File: src/rtl/imem_loader.sv
// Serial-link boot loader: parses A5/count/payload/checksum frames
// and writes 32-bit words into instruction memory.
//
// Ports:
//   clk, reset_n        clock and synchronous active-low reset
//   rx_valid, rx_data   incoming byte stream
//   rx_ready            byte accepted when rx_valid && rx_ready
//   imem_we/addr/wdata  instruction memory write port
//   cpu_reset_n         core reset, released only after a good load
//   busy, done, error   load status
module imem_loader #(
  parameter int ADDR_WIDTH = 10,
  parameter int DATA_WIDTH = 32
) (
  input  logic                  clk,
  input  logic                  reset_n,
  input  logic                  rx_valid,
  input  logic [7:0]            rx_data,
  output logic                  rx_ready,
  output logic                  imem_we,
  output logic [ADDR_WIDTH-1:0] imem_addr,
  output logic [DATA_WIDTH-1:0] imem_wdata,
  output logic                  cpu_reset_n,
  output logic                  busy,
  output logic                  done,
  output logic                  error
);

  typedef enum logic [2:0] {
    IDLE,
    LEN_LO,
    LEN_HI,
    DATA,
    CHECK,
    DONE,
    ERROR
  } state_e;

  localparam logic [16:0] MAX_WORDS = 17'd1 << ADDR_WIDTH;

  state_e                  state_q, state_d;
  logic                    rdy_q;
  logic [15:0]             cnt_q, cnt_d;
  logic [1:0]              bcnt_q, bcnt_d;
  logic [ADDR_WIDTH-1:0]   word_q, word_d;
  logic [7:0]              chk_q, chk_d;
  logic [DATA_WIDTH-9:0]   buf_q, buf_d;
  logic                    we_q, we_d;
  logic [ADDR_WIDTH-1:0]   addr_q, addr_d;
  logic [DATA_WIDTH-1:0]   wdata_q, wdata_d;

  logic        acc;
  logic [15:0] len_w;
  logic        last_w;

  assign acc   = rx_valid & rdy_q;
  assign len_w = {rx_data, cnt_q[7:0]};
  // Final word reached; comparison is widened so no counter wrap occurs.
  assign last_w = (17'(word_q) == (17'(cnt_q) - 17'd1));

  always_ff @(posedge clk) begin
    if (!reset_n) begin
      state_q <= IDLE;
      rdy_q   <= 1'b0;
      cnt_q   <= '0;
      bcnt_q  <= '0;
      word_q  <= '0;
      chk_q   <= '0;
      buf_q   <= '0;
      we_q    <= 1'b0;
      addr_q  <= '0;
      wdata_q <= '0;
    end else begin
      state_q <= state_d;
      rdy_q   <= 1'b1;
      cnt_q   <= cnt_d;
      bcnt_q  <= bcnt_d;
      word_q  <= word_d;
      chk_q   <= chk_d;
      buf_q   <= buf_d;
      we_q    <= we_d;
      addr_q  <= addr_d;
      wdata_q <= wdata_d;
    end
  end

  always_comb begin
    state_d = state_q;
    cnt_d   = cnt_q;
    bcnt_d  = bcnt_q;
    word_d  = word_q;
    chk_d   = chk_q;
    buf_d   = buf_q;
    we_d    = 1'b0;
    addr_d  = addr_q;
    wdata_d = wdata_q;
    unique case (state_q)
      IDLE, DONE, ERROR: begin
        if (acc && rx_data == 8'hA5) begin
          state_d = LEN_LO;
          bcnt_d  = '0;
          word_d  = '0;
          chk_d   = '0;
        end
      end
      LEN_LO: begin
        if (acc) begin
          cnt_d   = {cnt_q[15:8], rx_data};
          state_d = LEN_HI;
        end
      end
      LEN_HI: begin
        if (acc) begin
          cnt_d = len_w;
          if (len_w == 16'd0 || 17'(len_w) > MAX_WORDS)
            state_d = ERROR;
          else
            state_d = DATA;
        end
      end
      DATA: begin
        if (acc) begin
          chk_d  = chk_q ^ rx_data;
          bcnt_d = bcnt_q + 2'd1;
          unique case (bcnt_q)
            2'd0: buf_d[7:0]   = rx_data;
            2'd1: buf_d[15:8]  = rx_data;
            2'd2: buf_d[23:16] = rx_data;
            2'd3: begin
              we_d    = 1'b1;
              addr_d  = word_q;
              wdata_d = {rx_data, buf_q};
              if (last_w)
                state_d = CHECK;
              else
                word_d = word_q + 1'b1;
            end
            default: ;
          endcase
        end
      end
      CHECK: begin
        if (acc)
          state_d = (rx_data == chk_q) ? DONE : ERROR;
      end
      default: state_d = IDLE;
    endcase
  end

  assign rx_ready    = rdy_q;
  assign imem_we     = we_q;
  assign imem_addr   = addr_q;
  assign imem_wdata  = wdata_q;
  assign cpu_reset_n = (state_q == DONE);
  assign done        = (state_q == DONE);
  assign error       = (state_q == ERROR);
  assign busy        = (state_q == LEN_LO) || (state_q == LEN_HI) ||
                       (state_q == DATA)   || (state_q == CHECK);

endmodule

File: config.mk
export PLATFORM = sky130hd
export DESIGN_NAME = imem_loader
export DESIGN_NICKNAME = d
export VERILOG_FILES = /design/src/rtl/imem_loader.sv
export SDC_FILE = /design/constraint.sdc
export NUM_CORES = 1
export LEC_CHECK = 0
export ABC_AREA = 1
export BUFFER_PORTS_ARGS = -buffer_cell sky130_fd_sc_hd__buf_2
export CAP_MARGIN = 20
export CORE_MARGIN = 2
export CORE_UTILIZATION = 45
export DETAILED_ROUTE_END_ITERATION = 16
export MAX_ROUTING_LAYER = met4
export PLACE_DENSITY = 0.72
export SYNTH_ARGS = -nofsm -noshare
export SYNTH_HDL_FRONTEND = slang
export SYNTH_SLANG_ARGS = --single-unit
File: constraint.sdc
create_clock -name clk -period 3.4 [get_ports clk]
set_input_delay 0.68 -clock clk [delete_from_list [all_inputs] [get_ports clk]]
set_output_delay 0.68 -clock clk [all_outputs]
set_load 0.02 [all_outputs]
* Word-level counts from Yosys, hierarchy flattened
Cells that the tools add are included.
Storage, ports and cells: word-level logic and storage cells 87, register bits 107, output and inout bits 48
Cells by class: reduce and logical (&&, ||, !) cells 20, muxes and demuxes 26, $lt $le $gt $ge 1, bitwise gates (word level) 4, equal/unequal tests 20, $add $sub $neg 3
Operators by type and width (count):
- 10-bit 2-to-1 mux | 4
- 16-bit case mux with 2 select lines | 1
- 3-bit 2-to-1 mux | 8
- 8-bit 2-to-1 mux | 3
- 3-bit AND reduction | 8
- 10-bit case mux with 2 select lines | 1
- 10-bit by 17-bit == test with 1-bit output | 1
- 16-bit by 1-bit subtractor with 17-bit output, second input constant | 1
- 16-bit by 11-bit greater-than comparator with 1-bit output, second input constant | 1
- 16-bit zero test | 1
- 16-bit 2-to-1 mux | 1
- 8-bit case mux with 2 select lines | 1
- 3-bit case mux with 5 select lines | 1
- 2-bit != test, second input constant | 7
- 10-bit by 1-bit adder with 10-bit output, second input constant | 1
- 3-bit == test, second input constant | 3
- 8-bit == test | 1
- 8-bit == test, second input constant | 1
- 8-bit XOR | 1
- 7-bit AND reduction | 1
- 3-bit by 2-bit == test with 1-bit output, second input constant | 2
- 2-bit 2-to-1 mux | 3
- 5-bit AND reduction | 1
- 2-bit == test, second input constant | 2
- other kinds (14) | 19

* Depth between registers and ports, before layout
Gate-level depths: netlist of the first run.
word-level depth 6, mapped depth 15, mapped depth without buffers 15

* Worst setup path before layout of the first run
Ideal clock, no wire load.
path kind input port to flip-flop, start point input port rx_data[6], end point register word_q[0], stages 12, path buffers 2, arrival time 1.953 ns, required time 3.336 ns, slack 1.383 ns, cell sequence clkbuf_1 nor2_1 nand3_1 or2_0 nand2_1 nand2_4 nor2_4 buf_6 nand3_2 nand2_1 nand2_1 nor2_1
On the way: cells in the longest elaborated chain, start to end 4
Ends and longest elaborated chain:
- from (decl) | line 18 | input logic [7:0] rx_data,
- 8-bit == test | line 99 | if (acc && rx_data == 8'hA5) begin
- 1-bit logical AND | line 99
- 2-bit != test (no line)
- 5-bit AND reduction (no line)
- to (signal assigned) | line 78 | word_q <= word_d;
- to (decl) | line 45 | logic [ADDR_WIDTH-1:0] word_q, word_d;
Every way passes these cells. A chain may end at the register's enable or synchronous reset.

* Worst setup path after layout of the first run
start point register state_q[2], end point register addr_q[9] (netlist: imem_addr[9])
On the way: cells in the longest elaborated chain, start to end 2
Ends and longest elaborated chain:
- from (decl) | line 41 | state_e state_q, state_d;
- from (signal assigned) | line 74 | state_q <= state_d;
- 3-bit by 2-bit == test with 1-bit output | line 97 | unique case (state_q)
- 3-bit AND reduction (no line)
- to (signal assigned) | line 82 | addr_q <= addr_d;
- to (decl) | line 49 | logic [ADDR_WIDTH-1:0] addr_q, addr_d;
Every way passes these cells.

==> impl_results.md, run 1 <==
- Status: finished, final reports clean
- Die Area: 0.0122 mm^2
- Most used DFF post-synth: dfxtp_1
- # rows: 38
- Shortest period the worst path allows: 2280 ps
- Pre-Repair DR Iteration Count: 4
- Fin. Hold Viols: 0
- Post-synth top cells: 169 x nand2_1, 107 x dfxtp_1, 97 x nand3_1
- Gates resized, CTS repair: 0
- Vias in the first global route: 4541
- Proportion of layout cells with a drive suffix above 1: 0.146
- TNS Setup: 0 ps
- HP Class: flip-flop to flip-flop
- CP required: 3600 ps
- Sink Count: roughly 110
- Detailed placement HPWL: approximately 9000 um
- Post-synthesis register bit count: about 110
- Root buffer selected by CTS: clkbuf_16
- Slew Viols, Final: 0
- Initial antenna violation count: 0
- Top area cells in the synthesized netlist: dfxtp_1 42%, nand2_1 12%, nand3_1 9.5%
- Logic pwr share: 0.261
- Crit start category: flip-flop
- Most frequent cell after synthesis: nand2_1
- Die H: about 110 um
- Syn_nets: 738
- Starting density of the core: 0.466
- GRT overflow: 0
- Post-Route WL: approximately 12000 um
- Antenna Nets Post-Route: 0
- Inserted Diodes: 0
- Vias per Instance: 5.29
- Wire length of the first global-routing pass: 21300 um
- Width of the die: 111 um
- CTS tree: done
- Nets: 769
- Post-Syn Area per Cell: around 7 um^2
- Tcrit/Tclk final: 0.670
- Reg clk slew, reported paths: approximately 70 ps
- Fmax achieved: 0.439 GHz
- Placer's final routability congestion estimate: between 0.8 and 0.9
- Hold buffer count at cts: 0
- Avg WL per Cell: 13.9 um
- Total GRT Usage: 0.212
- Total CTS buffers: 9
- Syn Inst Count: 720
- Static Leak: 2.30 nW
- Area grow syn2layout: 12.2%
- Post-CTS Setup Bufs: 0
- Seq pwr share: 0.413
- Ports: 59
- P_int: around 2.2 mW
- Synth unique cells: 37
- Clock Skew: 4.03 ps
- Largest net degree at the start of global routing: 44
- FILL cells: 1051
- CTS max path bufs: 2
- Critical Path End Type: flip-flop
- Max cap viols: 0
- Max FO, Critical Path: between 40 and 50
- Worst-Margin Slew: 715 ps
- Setup ws final: around 1100 ps
- Cell taking the most area after synthesis: dfxtp_1
- Critical path type: flip-flop to flip-flop
- RSZ-0062 raised after global routing: false
- Clock latency on the worst-skew pair: between 300 and 400 ps
- Iteration-0 DRC Markers: 254
- H-tree Lvls: 3
- Syn. warnings: 0
- NetSw: 1.13 mW
- Mapped cell area: 0.00512 mm^2
- CP arrival: approximately 2500 ps
- Ys async rst share: 0
- Pwr Density: 575 mW/mm^2
- Sequential share of the synthesized area: 0.419
- Worst rel slew slack: 0.523
- Core area: 0.0110 mm^2
- Clock Power Share: 0.326
- IO buf count: 58
- DR DRC count: 0
- Area share of the largest cell type after synthesis: 0.419
- DP Worst Slack: between 1000 and 1500 ps
- Final setup viols: 0
- Sw Share: 0.342
- Worst VDD drop: 0.000246 V
- Post-synth EDFFs: 0
- Routed via count: ~4700
==> final cells by class <==
cell class              instances  area [um^2]  share of cell area
clock buffers                   9          225              0.0392
repair buffers                 65          343              0.0597
flip-flops and latches        107         2140               0.373
well taps                     140          175              0.0305
multi-input cells             521         2590               0.452
clock inverters                 7         82.6              0.0144
inverters                      47          176              0.0307
==> through the flow <==
| stage | utilization | instance area, um^2 | power [mW] | cells | hold slack (ps) |
|---|---|---|---|---|---|
| after global placement | 0.495 | 5430 | 2.21 | 880 | 448 |
| after detailed placement | 0.495 | 5430 | 2.24 | 880 | 452 |
| after global routing | 0.523 | 5740 | 3.49 | 896 | 481 |
| after CTS | 0.523 | 5740 | 3.31 | 896 | 463 |
| final | 0.523 | 5740 | 3.30 | 896 | 460 |
| after floorplan | - | 5120 | 2.10 | 720 | 442 |
==> placed cells by master (no fill, tap or decap), types with 10 or more instances in the layout <==
cell,n
buf_2,58
o21ai_0,13
a21oi_1,93
xor2_1,12
nand3_1,97
a211oi_1,10
inv_1,41
nor2_1,69
dfxtp_1,107
nand2_1,169
==> kinds of logic after synthesis <==
| family | Yosys count | synth area share |
|---|---|---|
| adders and majority gates | 7 | 0.0171 |
| xor gates and xnor gates | 20 | 0.0342 |
| buffers and inverters | 92 | 0.0753 |
| DFF | 107 | 0.419 |
| and+or+nand+nor | 372 | 0.325 |
| AOI/OAI and AO/OA | 122 | 0.130 |
==> critical path, cell delays in order (launching register included) <==
cell and delay (ps):
dfxtp_1 380, inv_2 90, nand2_1 90, nor2_4 260, inv_2 190, nor2_4 520
nand2_1 100, buf_4 290, nand2_1 120, a21oi_1 60
==> state kept, by name, summed over array words and instances, names as in the netlist <==
register and cells:
imem_we 1, buf_q 24, cnt_q 16, imem_wdata 32, imem_addr 10, word_q 10, rx_ready 1, bcnt_q 2
state_q 3, chk_q 8
==> final timing paths <==
check / startpoint / slack, ps / depth (start not counted) / endpoint
max: state_q[2] / 1120 / 9 / imem_addr[9]
min: imem_wdata[2] / 460 / 2 / imem_wdata[2]
max reg2reg: state_q[2] / 1120 / 9 / imem_addr[9]
min reg2reg: imem_wdata[2] / 460 / 2 / imem_wdata[2]
==> power groups by stage <==
stage / Combinational (mW) / Clock [mW] / Sequential (mW)
global placement: 0.818 / 0 / 1.39
global route: 0.976 / 1.14 / 1.37
detailed placement: 0.854 / 0 / 1.39
floorplan: 0.719 / 0 / 1.38
CTS: 0.858 / 1.09 / 1.36
finish: 0.862 / 1.07 / 1.36
==> layer usage <==
layer,routed length [um],GRT usage,vias up
met2,5850,0.349,120
met3,604,0.0373,32
met5,0,-,-
li1,-,-,2413
met1,5720,0.262,2171
met4,296,0.0750,0
No activity file was read; power rests on OpenSTA's default activity.
==> inputs of run 2 (changes only) <==
--- a/config.mk
+++ b/config.mk
@@ -5,7 +5,7 @@
 export SDC_FILE = /design/constraint.sdc
 export NUM_CORES = 1
 export LEC_CHECK = 0
-export ABC_AREA = 1
+export ABC_AREA = 0
 export BUFFER_PORTS_ARGS = -buffer_cell sky130_fd_sc_hd__buf_2
 export CAP_MARGIN = 20
 export CORE_MARGIN = 2
==> constraint.sdc (replaced) <==
create_clock -name clk -period 2.27 [get_ports clk]
set_input_delay 0.454 -clock clk [delete_from_list [all_inputs] [get_ports clk]]
set_output_delay 0.454 -clock clk [all_outputs]
set_load 0.02 [all_outputs]
==> run 2 against run 1 <==
  * The flow now finishes with violations (negative setup slack)
  * First-iteration DRC count is 34% higher
  * Wire length up 13%
  * Power is 14% higher
  * Global-route usage grew 2.6 points
  * Combinational power fell by 85%
  * Clock-buffer cell count grew 2
  * Sequential power increased by 38%
  * Clock skew rose by 3.1 ps
  * Fmax decreased by 9.5%
  * Hold slack gained 2.2 ps
  * Critical endpoint is now word_q[3]
  * Largest cell class unchanged
==> impl_results.md, run 2 <==
- Clock latency on the worst-skew pair: 350 ps (about the same)
- Core area: 0.0110 mm^2 (unchanged)
- Setup ws final: -248 ps (-1370 ps)
- Ports: 59 (unchanged)
- CP arrival: 2790 ps (+310 ps)
- Post-synthesis register bit count: 107 (unchanged)
- Antenna Nets Post-Route: 0 (unchanged)
- CP required: 2550 ps (-1050 ps)
- Post-synth top cells: 162 x nand2_1, 107 x dfxtp_1, 85 x a21boi_0
- Die H: 111 um (about the same)
- Syn Inst Count: 636 (-12%)
- Cell taking the most area after synthesis: dfxtp_1
- Synth unique cells: 53 (+43%)
- Total CTS buffers: 9 (unchanged)
- Pwr Density: 566 mW/mm^2 (-1.5%)
- Pre-Repair DR Iteration Count: 5 (+1)
- Final setup viols: 13 (+13)
- Starting density of the core: 0.465 (-0.000570)
- CP most frequent cell: buf_4
- Nets: 744 (-3.3%)
- # rows: 38 (unchanged)
- Violated checks: negative setup slack
- RSZ-0062 raised after global routing: true
- Fin. Hold Viols: 0 (unchanged)
- Most used DFF post-synth: dfxtp_1
- Post-Route WL: 14100 um (+13%)
- Initial antenna violation count: 0 (unchanged)
- Slowest cell on the critical path: nor4_4
- Most common cell after layout, fill and taps aside: nand2_1
- Proportion of layout cells with a drive suffix above 1: 0.259 (+0.113)
- CTS max path bufs: 2 (unchanged)
- GRT overflow: 0 (unchanged)
- Worst VDD drop: 0.000448 V (+82%)
- Mapped cell area: 0.00511 mm^2 (-0.12%)
- Static Leak: 2.51 nW (+9.2%)
- Fmax achieved: 0.397 GHz (-9.5%)
- Inserted Diodes: 0 (unchanged)
- Placer's final routability congestion estimate: 0.937 (+7.7%)
- Avg WL per Cell: 16.2 um (+16%)
- Reg clk slew, reported paths: 70 ps (about the same)
- Root buffer selected by CTS: clkbuf_16
- IO buf count: 58 (unchanged)
- Vias in the first global route: 4721 (+4.0%)
- Tcrit/Tclk final: 1.11 (+0.439)
- Ys async rst share: 0 (unchanged)
- Die Area: 0.0122 mm^2 (-0.12%)
- Worst path cell trace: buf_6, inv_4, ha_4, nor3b_2, buf_4, nand3_1, nor2_1, o21ai_1, nor4_4, buf_4, o31ai_2, a21oi_1
- Worst-Margin Slew: 726 ps (+11.3 ps)
- Number of flip-flops in the largest register: 32 (unchanged)
- Area grow syn2layout: 29.5%
- Clock Skew: 7.17 ps (+3.14 ps)
- Sink Count: 107 (unchanged)
- Top area cells in the synthesized netlist: dfxtp_1 42%, a21boi_0 12%, nand2_1 12%
- Routed via count: 4863 (+2.7%)
- Area share of the largest cell type after synthesis: 0.419 (+0.000512)
- Post-synth EDFFs: 0 (unchanged)
- Sequential share of the synthesized area: 0.419 (+0.000512)
- Syn_nets: 654 (-11%)
- Total power: 3.75 mW (+14%)
- Iteration-0 DRC Markers: 341 (+34%)
- Highest-count cells in the layout ignoring fill and taps: 162 x nand2_1, 104 x dfxtp_1, 82 x a21boi_0, 61 x buf_4, 58 x buf_2
- Shortest period the worst path allows: 2520 ps (+239 ps)
- Status: finished with violations
- Max FO, Critical Path: 8 (-81%)
- DP Worst Slack: -252 ps (-1330 ps)
- Wire length of the first global-routing pass: 23400 um (+10%)
- Vias per Instance: 5.58 (+5.6%)
- Critical path type: flip-flop to flip-flop
- DR DRC count: 0 (unchanged)
- Crit-path max cell delay: 460 ps (-60 ps)
- H-tree Lvls: 3 (unchanged)
- Max cap viols: 0 (unchanged)
- Most frequent cell after synthesis: nand2_1
- HP Class: flip-flop to flip-flop
- Largest net degree at the start of global routing: 52 (+18%)
- CTS tree: done
- Width of the die: 111 um (about the same)
- Hold buffer count at cts: 0 (unchanged)
- Syn. warnings: 0 (unchanged)
- Crit start category: flip-flop
- Worst rel slew slack: 0.515 (-0.00788)
- Post-Syn Area per Cell: 8.04 um^2 (+13%)
- Detailed placement HPWL: 9320 um (+3.2%)
- Total GRT Usage: 0.238 (+0.0257)
- Critical Path End Type: flip-flop
- Slew Viols, Final: 0 (unchanged)
[run 2: cell count changes after synthesis, sizes merged, moves of 6 or more]
cell / change
a21oi: -89
nor4: +11
nor2: -53
inv: -36
a211oi: -9
clkbuf: +12
nand2b: +9
xor2: +8
mux2i: +7
buf: -8
a21boi: +86
nand3: -60
nand2: -11
a31oi: +6
[run 2: final timing paths]
path | start | depth (start not counted) | slack (ps) | end
worst max-delay path | cnt_q[1] | 12 | -250 | word_q[3]
worst min-delay path | imem_wdata[4] | 2 | 460 | imem_wdata[4]
worst max register to register | cnt_q[1] | 12 | -250 | word_q[3]
worst min register to register | imem_wdata[4] | 2 | 460 | imem_wdata[4]
[run 2: what timing repair did]
| item | in CTS | in global routing |
|---|---|---|
| pin swaps | 20 | 13 |
| buffers inserted | 6 | 1 |
| gates resized for setup | 43 | 19 |
| setup endpoints to repair | 13 | 48 |
[run 2: cells by family after synthesis]
group	synth area share
AOI/OAI and AO/OA	0.195
xor gates and xnor gates	0.0514
adders and majority gates	0.0171
buffers and inverters	0.0472
DFF	0.419
muxes	0.0137
and+or+nand+nor	0.257
[run 2: metrics by stage]
step	cell area (um^2)	std cells	TNS (ps)	hold WS [ps]	utilization
detailed placement	5900	848	-5300	454	0.537
global placement	5900	848	-2040	449	0.537
floorplan	5200	636	-1160	441	-
global route	6620	871	-3630	484	0.603
finish	6620	871	-2310	462	0.603
CTS	6500	870	-1390	464	0.592
[run 2: layout make-up]
cell class | count | area (um^2)
clock buffers | 11 | 253
clock inverters | 5 | 82.6
fillers | 926 | 4360
inverters | 10 | 40.0
multi-input cells | 470 | 3030
flip-flops and latches | 107 | 2150
well taps | 140 | 175
repair buffers | 128 | 893
[run 2: worst max-delay path: cells and delay by family, from the launching register on]
| kind | cells | cell delay, ps |
|---|---|---|
| and+or+nand+nor | 4 | 1020 |
| buffers and inverters | 4 | 570 |
| AOI/OAI and AO/OA | 3 | 400 |
| DFF | 1 | 330 |
| adders and majority gates | 1 | 140 |
[run 2: report_power, final]
part | switching [mW] | total [mW] | internal (mW)
Combinational | 0.0802 | 0.131 | 0.0503
Sequential | 0.000724 | 1.88 | 1.88
Clock | 0.710 | 1.74 | 1.03
[run 2: routing by layer]
layer / vias to the layer above / global-route usage / share of wire
met3: 39 / 0.0488 / 0.063
met5: - / - / 0
met4: 0 / 0.0758 / 0.029
met1: 2293 / 0.301 / 0.43
met2: 176 / 0.382 / 0.48
li1: 2355 / - / -
==> inputs of run 3 (changes only) <==
--- a/config.mk
+++ b/config.mk
@@ -12,7 +12,7 @@
 export CORE_UTILIZATION = 45
 export DETAILED_ROUTE_END_ITERATION = 16
 export MAX_ROUTING_LAYER = met4
-export PLACE_DENSITY = 0.72
+export PLACE_DENSITY = 0.63
 export SYNTH_ARGS = -nofsm -noshare
 export SYNTH_HDL_FRONTEND = slang
 export SYNTH_SLANG_ARGS = --single-unit
==> run 3 against run 2 <==
  * The flow still finishes with violations (negative setup slack)
  * Clock skew increased by 4.4 ps
  * Largest power group unchanged
  * Combinational power about the same
  * Clock power up 3%
  * Critical endpoint is now word_q[2]
  * Register-to-register slack gained 50 ps
  * Critical path depth shrank 5
  * Die area stayed put
  * Power grew 1.4%
  * Flip-flop and latch count is the same
  * Final cell count rose by 0.46%
==> impl_results.md, run 3 (synthesized netlist as in run 2, its figures left out) <==
- Starting density of the core: 0.465 (unchanged)
- CP required: 2570 ps (+20 ps)
- Final setup viols: 12 (-1)
- Max FO, Critical Path: 7 (-1)
- Routed via count: 4736 (-2.6%)
- Die H: 111 um (unchanged)
- Worst reg2reg startpoint: cnt_q[3]
- Shortest period the worst path allows: 2460 ps (-54.5 ps)
- Pwr Density: 570 mW/mm^2 (+0.59%)
- Area grow syn2layout: 30.6%
- Antenna Nets Post-Route: 0 (unchanged)
- NetSw: 785 uW (-0.75%)
- # rows: 38 (unchanged)
- Root buffer selected by CTS: clkbuf_16
- Total CTS buffers: 9 (unchanged)
- Tcrit/Tclk final: 1.09 (-0.0240)
- Static Leak: 2.52 nW (+0.38%)
- Worst rel slew slack: 0.425 (-0.0899)
- Hold EP: imem_wdata[3]
- Highest-count cells in the layout ignoring fill and taps: 162 x nand2_1, 102 x dfxtp_1, 82 x a21boi_0, 65 x buf_4, 58 x buf_2
- Pre-Repair DR Iteration Count: 4 (-1)
- Fmax achieved: 0.406 GHz (+2.2%)
- Vias per Instance: 5.41 (-3.1%)
- Sink Count: 107 (unchanged)
- Clock latency on the worst-skew pair: 360 ps (about the same)
- Fin. Hold Viols: 0 (unchanged)
- GRT overflow: 0 (unchanged)
- R2r endpoint: word_q[2]
- Iteration-0 DRC Markers: 265 (-22%)
- Initial antenna violation count: 0 (unchanged)
- R2R cell count: 7 (-5)
- Inserted Diodes: 0 (unchanged)
- Placer's final routability congestion estimate: 0.900 (-3.9%)
- Proportion of layout cells with a drive suffix above 1: 0.269 (+0.0108)
- DR DRC count: 0 (unchanged)
- P_int: 3.02 mW (+1.9%)
- Status: finished with violations
- HP Class: flip-flop to flip-flop
- Detailed placement HPWL: 9490 um (+1.8%)
- Post-Place Cells: 852 (+0.47%)
- Number of flip-flops in the largest register: 32 (unchanged)
- Layout Cells excl Fill: 875 (+0.46%)
- Clock Skew: 11.6 ps (+4.44 ps)
- Hold buffer count at cts: 0 (unchanged)
- Worst-Margin Slew: 861 ps (+135 ps)
- Crit start category: flip-flop
- Critical Path End Type: flip-flop
- Die Area: 0.0122 mm^2 (unchanged)
- Critical path type: flip-flop to flip-flop
- Post-route cell area: 0.00667 mm^2 (+0.77%)
- Most common cell after layout, fill and taps aside: nand2_1
- Wire length of the first global-routing pass: 22800 um (-2.4%)
- Avg WL per Cell: 15.8 um (-2.0%)
- Ports: 59 (unchanged)
- IO buf count: 58 (unchanged)
- Width of the die: 111 um (unchanged)
- Hold Path Cell Cnt: 2 (unchanged)
- Largest net degree at the start of global routing: 92 (+77%)
- CTS tree: done
- Worst VDD drop: 0.000616 V (+37%)
- Max cap viols: 0 (unchanged)
- Slew Viols, Final: 0 (unchanged)
- Seq pwr share: 0.494 (-0.007)
- Reg clk slew, reported paths: 70 ps (about the same)
- Total power: 3.80 mW (+1.4%)
- Violated checks: negative setup slack
- CP arrival: 2760 ps (-30 ps)
- Vias in the first global route: 4627 (-2.0%)
- Setup ws final: -193 ps (+54.5 ps)
- H-tree Lvls: 3 (unchanged)
- DP Area: 0.00593 mm^2 (+0.51%)
- HP Start: imem_wdata[3]
- Clock Power Share: 0.472 (+0.007)
- Logic pwr share: 0.034 (about the same)
- Total GRT Usage: 0.235 (-0.00291)
- RSZ-0062 raised after global routing: true
- R2R Setup Slk: -190 ps (+50 ps)
- Core Util, Final: 0.608 (+0.00467)
- Post-Route WL: 13900 um (-1.6%)
- Sw Share: 0.207 (-0.00442)
- CTS max path bufs: 2 (unchanged)
- Core area: 0.0110 mm^2 (unchanged)
- Nets: 748 (+0.54%)
==> run 3: changes by cell type in the layout (fill, tap and decap cells not counted), sizes merged <==
cell      delta
inv          -1
clkinv       -2
clkbuf       +2
clkinvlp     +1
buf          +4
==> run 3: final cells by class <==
cell class / instances / area (um^2)
multi-input combinational: 470 / 3060
timing repair buffer: 132 / 897
clock buffer: 13 / 280
sequential: 107 / 2150
inverter: 10 / 40.0
clock inverter: 3 / 67.6
fill: 964 / 4310
tap: 140 / 175
==> run 3: what timing repair did <==
| action | CTS | global route |
|---|---|---|
| hold endpoints to repair | 0 | 0 |
| buffers inserted | 4 | 4 |
| pin swaps | 11 | 16 |
| gates resized for setup | 33 | 44 |
| setup endpoints to repair | 13 | 49 |
==> run 3: critical path, stage by stage (launching register included) <==
cell	delay [ps]
dfxtp_2	330
or4_4	540
or3_4	330
a32o_2	310
o21bai_4	190
nor4_4	80
or4_1	500
a21oi_2	130
==> run 3: power by group through the flow <==
stage / clock, mW / combinational (mW) / sequential [mW]
6_report: 1.79 / 0.130 / 1.88
5_1_grt: 1.89 / 0.139 / 1.88
4_1_cts: 1.83 / 0.129 / 1.88
3_5_place_dp: 0 / 0.129 / 1.92
3_3_place_gp: 0 / 0.127 / 1.92
2_1_floorplan: 0 / 0.0749 / 1.92
==> run 3: worst max path at each step <==
stage	from	end	depth (start not counted)
global placement	cnt_q[0]	state_q[0]	10
floorplan	cnt_q[0]	word_q[2]	9
detailed placement	cnt_q[0]	state_q[0]	11
global route	cnt_q[3]	word_q[2]	8
finish	cnt_q[3]	word_q[2]	7
CTS	cnt_q[3]	word_q[5]	7
==> run 3: routing by layer <==
metal | up-vias | GRT usage | part of all wire
met3 | 18 | 0.0450 | 0.062
met2 | 119 | 0.371 | 0.48
li1 | 2354 | - | -
met4 | 0 | 0.0708 | 0.015
met5 | - | - | 0
met1 | 2245 | 0.306 | 0.44
==> run 3: through the flow <==
stage | hold WS [ps] | TNS, ps | worst slack (ps)
after floorplan | 441 | -1160 | -238
after global placement | 448 | -6790 | -411
after detailed placement | 454 | -9010 | -437
after CTS | 463 | -1320 | -185
after global routing | 476 | -2510 | -305
final | 459 | -1310 | -193
